## config.mk

```make
export PLATFORM = sky130hd
export DESIGN_NAME = fault_inject_sequencer
export DESIGN_NICKNAME = d
export VERILOG_FILES = /design/src/rtl/fault_inject_pkg.sv /design/src/rtl/fault_force_mux.sv /design/src/rtl/fault_inject_sequencer.sv
export SDC_FILE = /design/constraint.sdc
export NUM_CORES = 1
export LEC_CHECK = 0
export ABC_CLOCK_PERIOD_IN_PS = 3290
export BUFFER_PORTS_ARGS = -buffer_cell sky130_fd_sc_hd__buf_4
export CAP_MARGIN = 40
export CELL_PAD_IN_SITES_DETAIL_PLACEMENT = 0
export CELL_PAD_IN_SITES_GLOBAL_PLACEMENT = 1
export CORE_ASPECT_RATIO = 0.6
export CORE_UTILIZATION = 42
export DETAILED_ROUTE_END_ITERATION = 12
export HOLD_SLACK_MARGIN = 0.05
export PLACE_DENSITY_LB_ADDON = 0.3
export RECOVER_POWER = 25
export SLEW_MARGIN = 10
export SYNTH_ARGS = -nofsm -noshare
export SYNTH_HDL_FRONTEND = slang
export SYNTH_SLANG_ARGS = --single-unit
```

## constraint.sdc

```tcl
create_clock -name clk -period 3.29 [get_ports clk]
set_clock_uncertainty 0.1 [all_clocks]
set_input_delay 0.329 -clock clk [delete_from_list [all_inputs] [get_ports clk]]
set_output_delay 0.329 -clock clk [all_outputs]
set_load 0.1 [all_outputs]
```

## src/rtl/fault_inject_pkg.sv

```systemverilog
// Shared types and constants for the single-fault injection sequencer.
package fault_inject_pkg;

  localparam int N_TGT_DEF = 6;

  localparam logic [2:0] TGT_A = 3'd0;
  localparam logic [2:0] TGT_B = 3'd1;
  localparam logic [2:0] TGT_C = 3'd2;
  localparam logic [2:0] TGT_D = 3'd3;
  localparam logic [2:0] TGT_E = 3'd4;
  localparam logic [2:0] TGT_F = 3'd5;

  localparam logic [1:0] MODE_SA0  = 2'd0;
  localparam logic [1:0] MODE_SA1  = 2'd1;
  localparam logic [1:0] MODE_FLIP = 2'd2;
  localparam logic [1:0] MODE_RSVD = 2'd3;

  typedef enum logic [1:0] {
    IDLE   = 2'd0,
    DELAY  = 2'd1,
    INJECT = 2'd2,
    DONE   = 2'd3
  } state_t;

  function automatic logic desc_valid(input logic [2:0] target, input logic [1:0] mode,
                                      input int n_tgt);
    return (int'(target) < n_tgt) && (mode != MODE_RSVD);
  endfunction

endpackage

```

## src/rtl/fault_force_mux.sv

```systemverilog
// Combinational forcing of one stimulus bit; everything else passes through untouched.
module fault_force_mux
  import fault_inject_pkg::*;
#(
  parameter int N_TGT = N_TGT_DEF
) (
  input  logic             en,
  input  logic [2:0]       target,
  input  logic [1:0]       mode,
  input  logic [N_TGT-1:0] func_in,
  output logic [N_TGT-1:0] func_out
);

  always_comb begin
    func_out = func_in;
    for (int i = 0; i < N_TGT; i++) begin
      if (en && (int'(target) == i)) begin
        case (mode)
          MODE_SA0:  func_out[i] = 1'b0;
          MODE_SA1:  func_out[i] = 1'b1;
          MODE_FLIP: func_out[i] = ~func_in[i];
          default:   func_out[i] = func_in[i];
        endcase
      end
    end
  end

endmodule

```

## src/rtl/fault_inject_sequencer.sv

```systemverilog
// Runs one fault-injection campaign per accepted descriptor and counts output mismatches.
//
// state  | meaning
// IDLE   | ready for a descriptor
// DELAY  | counting down to the window start
// INJECT | fault forced, mismatches counted
// DONE   | one-cycle completion pulse
module fault_inject_sequencer
  import fault_inject_pkg::*;
#(
  parameter int N_TGT = N_TGT_DEF,
  parameter int CNT_W = 16
) (
  input  logic             clk,
  input  logic             rstn,
  input  logic             cfg_valid,
  output logic             cfg_ready,
  input  logic [2:0]       cfg_target,
  input  logic [1:0]       cfg_mode,
  input  logic [CNT_W-1:0] cfg_delay,
  input  logic [CNT_W-1:0] cfg_len,
  input  logic             abort,
  input  logic [N_TGT-1:0] func_in,
  output logic [N_TGT-1:0] func_out,
  input  logic [1:0]       y_obs,
  input  logic [1:0]       y_exp,
  output logic             inj_active,
  output logic             busy,
  output logic             done,
  output logic             aborted,
  output logic             cfg_err,
  output logic [CNT_W-1:0] err_cnt
);

  state_t           state_q, state_d;
  logic [CNT_W-1:0] cnt_q, cnt_d;
  logic [CNT_W-1:0] len_q;
  logic [2:0]       tgt_q;
  logic [1:0]       mode_q;
  logic             accept, desc_ok, abort_hit;

  assign cfg_ready = (state_q == IDLE);
  assign busy      = (state_q == DELAY) || (state_q == INJECT);
  assign done      = (state_q == DONE);
  assign accept    = cfg_valid && cfg_ready;
  assign desc_ok   = desc_valid(cfg_target, cfg_mode, N_TGT);
  assign abort_hit = abort && busy;

  // One shared down-counter: delay first, then reloaded with the window length.
  always_comb begin
    state_d = state_q;
    cnt_d   = cnt_q;
    case (state_q)
      IDLE: begin
        if (accept) begin
          if (!desc_ok) begin
            state_d = DONE;
          end else if (cfg_delay != '0) begin
            state_d = DELAY;
            cnt_d   = cfg_delay - CNT_W'(1);
          end else if (cfg_len == '0) begin
            state_d = DONE;
          end else begin
            state_d = INJECT;
            cnt_d   = cfg_len - CNT_W'(1);
          end
        end
      end
      DELAY: begin
        if (abort_hit) begin
          state_d = DONE;
        end else if (cnt_q == '0) begin
          if (len_q == '0) begin
            state_d = DONE;
          end else begin
            state_d = INJECT;
            cnt_d   = len_q - CNT_W'(1);
          end
        end else begin
          cnt_d = cnt_q - CNT_W'(1);
        end
      end
      INJECT: begin
        if (abort_hit || (cnt_q == '0)) begin
          state_d = DONE;
        end else begin
          cnt_d = cnt_q - CNT_W'(1);
        end
      end
      default: state_d = IDLE;
    endcase
  end

  always_ff @(posedge clk or negedge rstn) begin
    if (!rstn) begin
      state_q    <= IDLE;
      cnt_q      <= '0;
      len_q      <= '0;
      tgt_q      <= '0;
      mode_q     <= '0;
      inj_active <= 1'b0;
      aborted    <= 1'b0;
      cfg_err    <= 1'b0;
      err_cnt    <= '0;
    end else begin
      state_q    <= state_d;
      cnt_q      <= cnt_d;
      inj_active <= (state_d == INJECT);
      if (accept) begin
        len_q   <= cfg_len;
        tgt_q   <= cfg_target;
        mode_q  <= cfg_mode;
        err_cnt <= '0;
        aborted <= 1'b0;
        cfg_err <= !desc_ok;
      end else begin
        if ((state_q == INJECT) && (y_obs != y_exp) && (err_cnt != {CNT_W{1'b1}})) begin
          err_cnt <= err_cnt + CNT_W'(1);
        end
        if (abort_hit) begin
          aborted <= 1'b1;
        end
      end
    end
  end

  // inj_active is cleared by reset, so the fault drops combinationally with rstn.
  fault_force_mux #(.N_TGT(N_TGT)) u_force (
    .en       (inj_active),
    .target   (tgt_q),
    .mode     (mode_q),
    .func_in  (func_in),
    .func_out (func_out)
  );

endmodule
```

==> flow_summary.yaml <==
placed_design:
  place_area_um2: 5150
  dpl.hpwl_um: 11300
  gp_congestion: 0.963
  io_buffer_count: 78
  dp.cells: 752
worst_setup_path:
  crit_required_ns: 3.39
  max_stage_delay_ns: 0.42
  worstPathCellList: "buf_4, nor3_1, nand4_1, nor2_2, a21oi_1, ha_1, nand3b_1, a21o_1, nor3_1, xnor2_1, o22ai_1, o21ai_0"
  critPathArrivalTime_ns: 2.89
  critPathSlowestCell: "nor3_1"
  path_delay_family: "simple AND/OR/NAND/NOR gates"
  critical_path.most_common_cell: "nor3_1"
  path_buf_inv: 1
  crit_path_end_kind: "flop"
  crit_type: "input pin to flop"
  startpoint_type: "input pin"
  worstPathMaxFanout: 8
routing:
  drtIter0Drc: 528
  routedWlPerCell_um: 19.0
  drc_errors: 0
  vias: 4654
  dr.pass1.iters: 5
  totalWireLength_um: 14600
  antenna_left: 0
  viasPerCell: 6.05
die:
  die_y_um: 81.5
  fp-row-count: 28
  start_util_pct: 44.0
  die_x_um: 135
  coreArea_um2: 10100
  io_pins: 79
  dieArea_um2: 11000
synthesis:
  synth_area_um2: 4430
  synth_top_area_cell: "dfrtp_1"
  synth_area_per_cell_um2: 8.07
  synth_edf_count: 0
  syn_inst: 549
  synthFlopType: "dfrtp_1"
  ys_seq_area_share_pct: 32.8
  synth_cell_types: 68
  yosys_register_bits: 58
  syn-num-nets: 610
  synth.top_cell.area_share_pct: 32.8
  synthArstFlopShare_pct: 100
  yosys-top-cells-area: "dfrtp_1 33%, nand2_1 8.0%, a21oi_1 4.9%"
  yosysWarnings: 0
run_status:
  status: "finished clean"
timing:
  period_minus_slack_ns: 2.79
  worst_pin_slew_ns: 1.48
  maxSlewViolCount: 0
  rsz0062_at_grt: "false"
  timing.fmax_mhz: 358
  post-route-period-util_pct: 84.8
  setup_violations: 0
  slew_headroom_pct: 1.60
  finalSetupTns_ns: 0
  hold_viol: 0
pwr:
  ir_drop_uv: 556
  power.density_nw_per_um2: 935
  p_leak_nw: 2.29
cts:
  clockBufferDepth: 2
  post_cts_buffers: 0
  cts_buffers: 9
  clock_sinks: 58
  cts_root_buffer: "clkbuf_16"
  cts_tree: "yes"
  clk_latency_ns: 0.33
  ctsResizeCount: 0
  h-tree-depth: 3
  clk_pin_slew_worst_paths_ns: 0.05
  cts-hold-fix-buffers: 1
finish:
  nFillCells: 962
  stdcell_area_um2: 5470
  area_delta_synth_final_pct: 23.5
  instances_no_fill: 769
  antenna_cells: 0
  layout-drive-gt1-share_pct: 21.0
  final_nets: 690
global_routing:
  antenna_found_initial: 1
  grt_pass1_wl_um: 23300
  grt_max_degree: 59
  grt_usage_pct: 28.3
  overflow: 0
  grt_pass1_vias: 4182
min_path:
  hold_path.class: "input pin to flop"
flow_run:
  drv_cap: 0
[kinds of logic after synthesis]
| kind of cell | count (synthesis) | share of synthesized area (%) |
|---|---|---|
| multiplexers | 4 | 1.02 |
| XOR/XNOR | 38 | 7.52 |
| flip-flops | 58 | 32.8 |
| buffers and inverters | 40 | 4.92 |
| AO/OA/AOI/OAI | 154 | 22.3 |
| AND/OR/NAND/NOR | 245 | 28.7 |
| adder cells (fa/ha/maj) | 10 | 2.83 |
[sequential cells by signal (all words and copies together) (netlist names)]
signal	cells
state_q	2
inj_active	1
aborted	1
err_cnt	16
mode_q	2
cnt_q	16
len_q	16
cfg_err	1
tgt_q	3
[synthesized netlist by cell type (2+ instances only)]
cell / instances
a311oi_1: 3
nor2b_1: 3
nand3_1: 15
and2_1: 2
nor3_1: 23
nand2_1: 94
dfrtp_1: 58
xnor2_1: 19
clkbuf_1: 12
buf_6: 2
inv_1: 20
a211oi_1: 4
nand2b_1: 8
o31ai_1: 5
buf_2: 3
o22ai_1: 8
or4_1: 4
a31o_2: 2
o21ai_0: 41
clkbuf_8: 2
a31oi_1: 14
nor4_4: 2
o211ai_1: 6
o221ai_1: 4
nand3b_1: 4
or2_2: 3
nor4b_2: 2
or3_1: 7
a22oi_2: 2
nand4_1: 7
xor2_1: 19
o41ai_1: 2
a21bo_1: 2
a211o_1: 2
nor4_1: 8
mux2i_1: 3
a41oi_1: 2
nor2_1: 42
and4_1: 4
a21o_1: 2
ha_1: 10
or4_2: 2
a21oi_1: 43
and3_1: 3
nor4_2: 3
[path summary, 6_finish.rpt]
kind	startpoint	to	slack [ns]	cells past startpoint
worst min register to register	tgt_q[2]	tgt_q[2]	0.39	2
worst max-delay path	cfg_delay[6]	cnt_q[12]	0.50	12
min in group asynchronous	rstn	err_cnt[6]	0.79	2
worst min-delay path	cfg_target[2]	tgt_q[2]	0.10	3
worst max register to register	cnt_q[0]	cnt_q[7]	0.52	9
max in group asynchronous	rstn	cnt_q[6]	1.41	2
[cells in the final DEF, fill, tap and decap left out, types with 4 or more instances in the layout]
| cell | count |
|---|---|
| nand3b_1 | 4 |
| nor4_1 | 8 |
| o21ai_0 | 41 |
| nor3_1 | 23 |
| dfrtp_1 | 58 |
| clkbuf_16 | 9 |
| o31ai_1 | 5 |
| a31oi_1 | 9 |
| buf_4 | 87 |
| ha_1 | 10 |
| nor2_1 | 42 |
| nand2b_1 | 8 |
| xnor2_1 | 19 |
| or3_1 | 7 |
| a31oi_2 | 5 |
| inv_1 | 20 |
| nand2_1 | 94 |
| o22ai_1 | 8 |
| nand4_1 | 7 |
| a21oi_1 | 43 |
| o211ai_1 | 6 |
| nand3_1 | 15 |
| xor2_1 | 19 |
| and4_1 | 4 |
| a211oi_1 | 4 |
| or4_1 | 4 |
| o221ai_1 | 4 |
[stage by stage]
| step | hold WS, ns | worst slack, ns | power, mW | utilization (%) |
|---|---|---|---|---|
| after floorplan | -0.0666 | 0.460 | 3.44 | - |
| after global placement | 0.345 | 0.422 | 4.04 | 51.3 |
| after detailed placement | 0.350 | 0.262 | 4.11 | 51.3 |
| after CTS | 0.0916 | 0.620 | 5.08 | 54.4 |
| after global routing | 0.105 | 0.349 | 5.45 | 54.4 |
| final | 0.104 | 0.500 | 5.11 | 54.4 |
[power breakdown]
group / total (mW) / internal [mW] / switching, mW
combinational: 2.75 / 0.917 / 1.83
clock: 0.957 / 0.625 / 0.331
sequential: 1.40 / 0.994 / 0.410
[layer usage]
metal	vias to the layer above	routed length, um	global-route usage, %
met1	2241	7140	42.8
met3	14	1550	8.27
li1	2167	-	-
met5	-	15	0
met4	2	103	6.18
met2	230	5840	39.1
[worst min-delay path: cells and delay by family]
family,cells,cell delay [ns]
buffers and inverters,1,0.09
and+or+nand+nor,2,0.09
[cell type report]
class / count / area (um2) / area share [%]
well taps: 135 / 169 / 3.09
multi-input cells: 451 / 2800 / 51.2
clock inverters: 4 / 50.0 / 0.915
repair buffers: 89 / 668 / 12.2
inverters: 20 / 75.1 / 1.37
clock buffers: 12 / 256 / 4.69
flip-flops and latches: 58 / 1450 / 26.5
Note: power is estimated with default switching activity, not from simulation.
